**config.mk**
```make
export PLATFORM = sky130hd
export DESIGN_NAME = uart_rx_cfg
export DESIGN_NICKNAME = d
export VERILOG_FILES = /design/src/rtl/uart_rx_cfg.sv
export SDC_FILE = /design/constraint.sdc
export NUM_CORES = 1
export LEC_CHECK = 0
export BUFFER_PORTS_ARGS = -buffer_cell sky130_fd_sc_hd__buf_4
export CORE_MARGIN = 8
export CORE_UTILIZATION = 59
export CTS_CLUSTER_DIAMETER = 120
export DETAILED_ROUTE_END_ITERATION = 6
export HOLD_SLACK_MARGIN = 0.03
export MAX_ROUTING_LAYER = met4
export PLACE_DENSITY_LB_ADDON = 0.08
export SLEW_MARGIN = 20
export SYNTH_ARGS = -nofsm -noshare
export SYNTH_HDL_FRONTEND = slang
export SYNTH_SLANG_ARGS = --single-unit
```
**constraint.sdc**
```tcl
create_clock -name clk -period 2.7 [get_ports clk]
set_input_delay 0.27 -clock clk [delete_from_list [all_inputs] [get_ports clk]]
set_output_delay 0.27 -clock clk [all_outputs]
set_load 0.005 [all_outputs]
```
**src/rtl/uart_rx_cfg.sv**
```systemverilog
// Configurable UART receiver: 2-FF sync, false-start reject, parity/frame/overrun flags.
// rx_valid 1 clk after last stop-bit centre; word held until rx_ready, a frame completing while held is dropped.
module uart_rx_cfg #(
    parameter int CLK_FRE   = 50,
    parameter int BAUD_RATE = 115200,
    parameter int DATA_BITS = 8,
    parameter int PARITY    = 0,
    parameter int STOP_BITS = 1
) (
    input  logic                 clk,
    input  logic                 rst_n,
    input  logic                 rx_pin,
    input  logic                 rx_ready,
    output logic [DATA_BITS-1:0] rx_data,
    output logic                 rx_valid,
    output logic                 parity_err,
    output logic                 frame_err,
    output logic                 overrun_err,
    output logic                 busy
);
    localparam int          CYCLE     = CLK_FRE * 1000000 / BAUD_RATE;
    localparam logic [15:0] CYC_LAST  = 16'(CYCLE - 1);
    localparam logic [15:0] HALF_LAST = 16'(CYCLE / 2 - 1);
    localparam logic [3:0]  BIT_LAST  = 4'(DATA_BITS - 1);
    localparam logic        STOP_LAST = 1'(STOP_BITS - 1);
    localparam logic        ODD_MODE  = (PARITY == 1);

    typedef enum logic [2:0] {IDLE, START, DATA, PAR, STOP, WAIT_IDLE} state_t;

    state_t                 state_q, state_d;
    logic                   rx_meta_q, rxs_q;
    logic [15:0]            cnt_q, cnt_d;
    logic [3:0]             bit_cnt_q, bit_cnt_d;
    logic                   stop_cnt_q, stop_cnt_d;
    logic [DATA_BITS-1:0]   shift_q, shift_d;
    logic                   perr_q, perr_d, ferr_q, ferr_d;
    logic [DATA_BITS-1:0]   data_q, data_d;
    logic                   valid_q, valid_d;
    logic                   pe_q, pe_d, fe_q, fe_d;
    logic                   ovr_q, ovr_d;
    logic                   bit_tick, done;

    assign bit_tick = (cnt_q == CYC_LAST);

    always_comb begin
        state_d    = state_q;
        cnt_d      = cnt_q;
        bit_cnt_d  = bit_cnt_q;
        stop_cnt_d = stop_cnt_q;
        shift_d    = shift_q;
        perr_d     = perr_q;
        ferr_d     = ferr_q;
        done       = 1'b0;
        case (state_q)
            IDLE: begin
                cnt_d = '0;
                if (!rxs_q) state_d = START;
            end
            START: begin
                if (cnt_q == HALF_LAST) begin
                    cnt_d = '0;
                    if (rxs_q) begin
                        state_d = IDLE;
                    end else begin
                        state_d    = DATA;
                        bit_cnt_d  = '0;
                        stop_cnt_d = 1'b0;
                        perr_d     = 1'b0;
                        ferr_d     = 1'b0;
                    end
                end else begin
                    cnt_d = cnt_q + 16'd1;
                end
            end
            DATA: begin
                if (bit_tick) begin
                    cnt_d   = '0;
                    // LSB arrives first, so shifting in at the top leaves it at bit 0
                    shift_d = {rxs_q, shift_q[DATA_BITS-1:1]};
                    if (bit_cnt_q == BIT_LAST) state_d = (PARITY != 0) ? PAR : STOP;
                    else                       bit_cnt_d = bit_cnt_q + 4'd1;
                end else begin
                    cnt_d = cnt_q + 16'd1;
                end
            end
            PAR: begin
                if (bit_tick) begin
                    cnt_d   = '0;
                    perr_d  = (^{shift_q, rxs_q}) != ODD_MODE;
                    state_d = STOP;
                end else begin
                    cnt_d = cnt_q + 16'd1;
                end
            end
            STOP: begin
                if (bit_tick) begin
                    cnt_d = '0;
                    if (!rxs_q) ferr_d = 1'b1;
                    if (stop_cnt_q == STOP_LAST) begin
                        done    = 1'b1;
                        // a low stop bit may be a break: wait for the line to idle before re-arming
                        state_d = ferr_d ? WAIT_IDLE : IDLE;
                    end else begin
                        stop_cnt_d = 1'b1;
                    end
                end else begin
                    cnt_d = cnt_q + 16'd1;
                end
            end
            WAIT_IDLE: begin
                cnt_d = '0;
                if (rxs_q) state_d = IDLE;
            end
            default: state_d = IDLE;
        endcase
    end

    always_comb begin
        data_d  = data_q;
        valid_d = valid_q;
        pe_d    = pe_q;
        fe_d    = fe_q;
        ovr_d   = 1'b0;
        if (done) begin
            if (!valid_q || rx_ready) begin
                data_d  = shift_q;
                pe_d    = perr_d;
                fe_d    = ferr_d;
                valid_d = 1'b1;
            end else begin
                ovr_d = 1'b1;
            end
        end else if (valid_q && rx_ready) begin
            valid_d = 1'b0;
        end
    end

    always_ff @(posedge clk or negedge rst_n) begin
        if (!rst_n) begin
            rx_meta_q  <= 1'b1;
            rxs_q      <= 1'b1;
            state_q    <= IDLE;
            cnt_q      <= '0;
            bit_cnt_q  <= '0;
            stop_cnt_q <= 1'b0;
            shift_q    <= '0;
            perr_q     <= 1'b0;
            ferr_q     <= 1'b0;
            data_q     <= '0;
            valid_q    <= 1'b0;
            pe_q       <= 1'b0;
            fe_q       <= 1'b0;
            ovr_q      <= 1'b0;
        end else begin
            rx_meta_q  <= rx_pin;
            rxs_q      <= rx_meta_q;
            state_q    <= state_d;
            cnt_q      <= cnt_d;
            bit_cnt_q  <= bit_cnt_d;
            stop_cnt_q <= stop_cnt_d;
            shift_q    <= shift_d;
            perr_q     <= perr_d;
            ferr_q     <= ferr_d;
            data_q     <= data_d;
            valid_q    <= valid_d;
            pe_q       <= pe_d;
            fe_q       <= fe_d;
            ovr_q      <= ovr_d;
        end
    end

    assign rx_data     = data_q;
    assign rx_valid    = valid_q;
    assign parity_err  = pe_q;
    assign frame_err   = fe_q;
    assign overrun_err = ovr_q;
    assign busy        = (state_q != IDLE);
endmodule

```
Word level (Yosys, flattened, before mapping)

Cells that the tools add are included.

Bits of input ports: 4
Output and inout bits: 13
Logic and storage cells: 96
Register bits: 48

Eq/ne operators: 19
Reductions and logical operators: 18
Multiplexer cells: 43
Add/sub/neg operators: 2

Operators with widths:

| operator                                                         | number |
|---|---|
| 16-bit one-hot mux with 3 select lines                           | 1 |
| 16-bit two-way mux                                               | 2 |
| 3-bit two-way mux                                                | 9 |
| 1-bit two-way mux                                                | 21 |
| 2-bit inequality test, second input constant                     | 10 |
| 3-bit one-hot mux with 6 select lines                            | 1 |
| 16-bit by 1-bit adder with 16-bit output, second input constant  | 1 |
| 16-bit by 8-bit == test with 1-bit output, second input constant | 1 |
| 16-bit by 9-bit == test with 1-bit output, second input constant | 1 |
| 4-bit two-way mux                                                | 4 |
| 9-bit XOR reduction                                              | 1 |
| 4-bit one-hot mux with 2 select lines                            | 1 |
| 8-bit AND reduction                                              | 1 |
| 3-bit by 2-bit == test with 1-bit output, second input constant  | 2 |
| 3-bit == test, second input constant                             | 2 |
| 1-bit one-hot mux with 2 select lines                            | 3 |
| 2-bit AND reduction                                              | 3 |
| 2-bit nonzero test                                               | 3 |
| 3-bit nonzero test                                               | 2 |
| 5-bit AND reduction                                              | 1 |
| 4-bit by 1-bit adder with 4-bit output, second input constant    | 1 |
| 4-bit by 3-bit == test with 1-bit output, second input constant  | 1 |
| 4-bit AND reduction                                              | 1 |
| 3-bit by 1-bit == test with 1-bit output, second input constant  | 1 |
| 8 further kinds                                                  | 8 |

Longest topological paths before layout

Depth in word-level cells: 7
Gate-level depth with buffers: 8
Gate-level depth less buffers: 7

Worst setup path before layout

No wires, ideal clock.

Kind: register to register
From: register cnt_q[13]
To: register pe_q (netlist: parity_err)
Clock period less this slack: 2.322 ns
Setup time: 0.125 ns
Cell stages (with the launch flop): 6
Data required time: 2.575 ns
Buffers on the path: 1
Slack: 0.378 ns
Data arrival time: 2.198 ns
Cells stage by stage: dfrtp_1 -> or4_1 -> nor4_4 -> and4_1 -> buf_4 -> mux2_2

Word-level cells in the longest chain between the ends: 4
Elaborated cells between the ends (all ways): 8
Those cells by class: 2 x eq/ne; 5 x mux; 1 x reduce/logical

Ends and longest elaborated chain:

| element                                   | line | RTL |
|---|---|---|
| start: declaration                        | 32   | `logic [15:0] cnt_q, cnt_d;` |
| start signal: assignment                  | 158  | `cnt_q <= cnt_d;` |
| 16-bit by 9-bit == test with 1-bit output | 43   | `assign bit_tick = (cnt_q == CYC_LAST);` |
| 1-bit two-way mux                         | 96   | `if (bit_tick) begin` |
| 1-bit two-way mux                         | 54   | `case (state_q)` |
| 2-bit AND reduction (no source line)      | n/a  |  |
| end signal: assignment                    | 166  | `pe_q <= pe_d;` |
| end: declaration                          | 39   | `logic pe_q, pe_d, fe_q, fe_d;` |

Parallel ways exist; a longest one is shown, timed or not.
A chain may end at the register's enable or synchronous reset.

Worst setup path in the final report

From: register cnt_q[10]
To: register data_q[3] (netlist: rx_data[3])

Word-level cells in the longest chain between the ends: 4

Ends and longest elaborated chain:

| element                                   | line | RTL |
|---|---|---|
| 16-bit by 9-bit == test with 1-bit output | 43   |  |
| 1-bit two-way mux                         | 96   |  |
| 1-bit two-way mux                         | 54   |  |
| 2-bit AND reduction (no source line)      | n/a  |  |
| end signal: assignment                    | 164  | `data_q <= data_d;` |
| end: declaration                          | 37   | `logic [DATA_BITS-1:0] data_q, data_d;` |

No other way between the ends.

==> impl_metrics.ini <==
[clock_network]
h-tree-depth = 2
clock_path_buffers = 2
clock-sinks = 47
insertion_delay_ns = 0.30
root_buffer = clkbuf_8
postCtsSetupBuffers = 0
post_cts_resized = 0
clk_transition_reported_paths_ns = 0.09
numCtsBuffers = 5
cts_tree = done

[sta]
setup_viol = 0
max_freq_mhz = 423.3
clock_skew_ns = 0.006688
relSlewSlack_pct = 58.69
timing.setup.tns_ns = 0
finalCriticalPeriod_ns = 2.363
layout_setup_ws_ns = 0.3374
hold_violations = 0
tightest_slew_ns = 0.6149
slew_viol_final = 0
rsz0062_at_grt = false
finalCritPeriodShare_pct = 87.50

[die]
fp.dieH_um = 79.19
fp.coreArea_um2 = 3914
die_area_um2 = 6271
initial_core_util_pct = 60.20
die_w_um = 79.19
rows = 23
io-pin-count = 17

[drt]
drtIter0Drc = 114
wl_um = 4615
vias_per_cell = 5.890
wire_per_inst_um = 15.86
drc = 0
ant_nets = 0
dr.pass1.iters = 4
vias = 1714

[logic_synthesis]
ys.flop_type = dfrtp_1
synth.distinct_cells = 45
async_flop_share_pct = 100.0
synth.area.top_cells = dfrtp_1, mux2_2, xnor2_1, nor2_1, xor2_1
synthDominantCellAreaShare_pct = 47.80
avgSynthCellArea_um2 = 10.66
synth_edf_count = 0
ys_seq_elements = 47
ys_warn_count = 0
seq_area_frac_synth_pct = 50.03
synth_top_area_cell = dfrtp_1
synthCells = 221
synthesis.nets = 229
synth_area_um2 = 2356

[final_layout]
area_growth_syn_to_layout_pct = 11.26
finalNonFillerCells = 291
mostFrequentLayoutCell = dfrtp_1
finish.utilization_pct = 66.98
final_area_um2 = 2621
drive_gt1_share_pct = 22.41
diodes = 0
nNetsFinal = 248
final_cell_mix = dfrtp_1, nor2_1, buf_4, mux2_2, nand2_1

[critical_path]
worstPathMaxFanout = 11
cp_slowest_stage_delay_ns = 0.59
critPathSlowestCell = or4_4
crit_path_cell_trace = or4_4 -> nor4_4 -> and4_1 -> mux2_2
cp-start-kind = flip-flop
cp-end-kind = flip-flop
crit_arrival_ns = 2.55
path_class = flip-flop to flip-flop
critical_path_required_ns = 2.89

[power]
power.net_switching_mw = 0.2567
p_comb_share_pct = 1.8
p_per_area_nw_per_um2 = 438.1
leakagePower_nw = 1.232
seq_power_share_pct = 61.7
p_int_mw = 0.8917
irDropWorstVdd_mv = 0.2854
clkPwrFrac_pct = 36.5
p_sw_share_pct = 22.35

[outcome]
status = finished clean

[grt]
grt_pass1_wl_um = 7928
grt_use_met1_pct = 19.55
use_met2_pct = 25.97
met3_usage_pct = 4.515
grt_util_all_layers_pct = 16.24
grt.busiest_layer = met2
grt_pass1_vias = 1710
overflow = 0
grt_antenna_before_repair = 0
grt_max_degree = 48

[placed_design]
placed_cell_area_um2 = 2522
place_inst = 282
dp_hpwl_um = 3215
place.gp.congestion = 0.7635
portBuffers = 16
pre_cts_slack_ns = 0.3359

[flow_run]
drv_cap = 0

[min_path]
hold_path_class = input pin to flip-flop
==> metal layers <==
layer  part of all wire, %  up-vias
met2                    50       43
met1                    45      856
met5                     0        -
met3                   4.1        4
met4                  0.87        0
li1                      -      811
==> synth_stat cells, types with 2 or more instances <==
cell type and instances:
dfrtp_1 45, nor2_1 25, mux2_2 17, nand2_1 16
xnor2_1 14, o21ai_0 11, xor2_1 10, nand3_1 9
a21oi_1 7, clkbuf_1 6, and4_1 5, inv_1 5
nand2b_1 5, and3_1 4, ha_1 4, nand4_1 3
nor3_1 3, dfstp_2 2, nor2b_1 2, nor4_1 2
o221ai_1 2
==> what timing repair did <==
action                                  in CTS  in global routing
endpoints found under the setup margin       0                  0
hold buffers                                 1                  0
hold endpoints to repair                    45                  0
==> area by class of cell <==
| type | count | area [µm²] |
|---|---|---|
| fill | 336 | 1292 |
| sequential | 47 | 1179 |
| multi-input combinational | 160 | 1112 |
| timing repair buffer | 21 | 160.2 |
| clock buffer | 5 | 68.82 |
| tap | 50 | 62.56 |
| clock inverter | 3 | 20.02 |
| inverter | 5 | 18.77 |
==> state kept, by name (all words and copies together) (netlist names) <==
signal,flops
rx_meta_q,1
cnt_q,16
bit_cnt_q,4
overrun_err,1
perr_q,1
ferr_q,1
frame_err,1
rx_valid,1
parity_err,1
rx_data,8
rxs_q,1
state_q,3
shift_q,8
==> power groups by stage <==
stage               Sequential (mW)  Clock, mW  Combinational (mW)
finish                        0.708      0.419              0.0209
global route                  0.709      0.459              0.0248
detailed placement            0.722          0              0.0207
CTS                           0.708      0.430              0.0220
floorplan                     0.720          0             0.00441
global placement              0.722          0              0.0196
==> metrics by stage <==
step,power [mW],hold WS (ns)
3_5_place_dp,0.7429,0.3140
6_report,1.148,0.07542
3_3_place_gp,0.7419,0.2930
2_1_floorplan,0.7247,-0.02559
4_1_cts,1.160,0.06877
5_1_grt,1.193,0.05773
==> kinds of logic (layout without fill, tap and decap cells) <==
group / count (synthesis) / count (layout) / share of synthesized area, %
simple gates: 85 / 85 / 19.86
flops: 47 / 47 / 50.03
compound gates: 30 / 30 / 8.179
xor+xnor: 24 / 24 / 8.922
mux: 17 / 17 / 8.125
buf+inv: 14 / 34 / 2.761
fa+ha+maj: 4 / 4 / 2.124
==> worst paths after layout <==
check | startpoint | to | slack (ns) | cells after the start
setup / recovery | cnt_q[10] | rx_data[3] | 0.34 | 4
hold / removal | rx_pin | rx_meta_q | 0.08 | 1
setup reg to reg | cnt_q[10] | rx_data[3] | 0.34 | 4
hold reg to reg | rx_meta_q | rxs_q | 0.36 | 0
max in group asynchronous | rst_n | overrun_err | 1.78 | 2
min in group asynchronous | rst_n | bit_cnt_q[1] | 0.49 | 2
==> worst max-delay path: cells and delay by family, from the launching register on <==
kind	cells	cell delay, ns
muxes	1	0.39
DFF	1	0.44
and+or+nand+nor	3	1.41
Note: power is estimated with default switching activity, not from simulation.
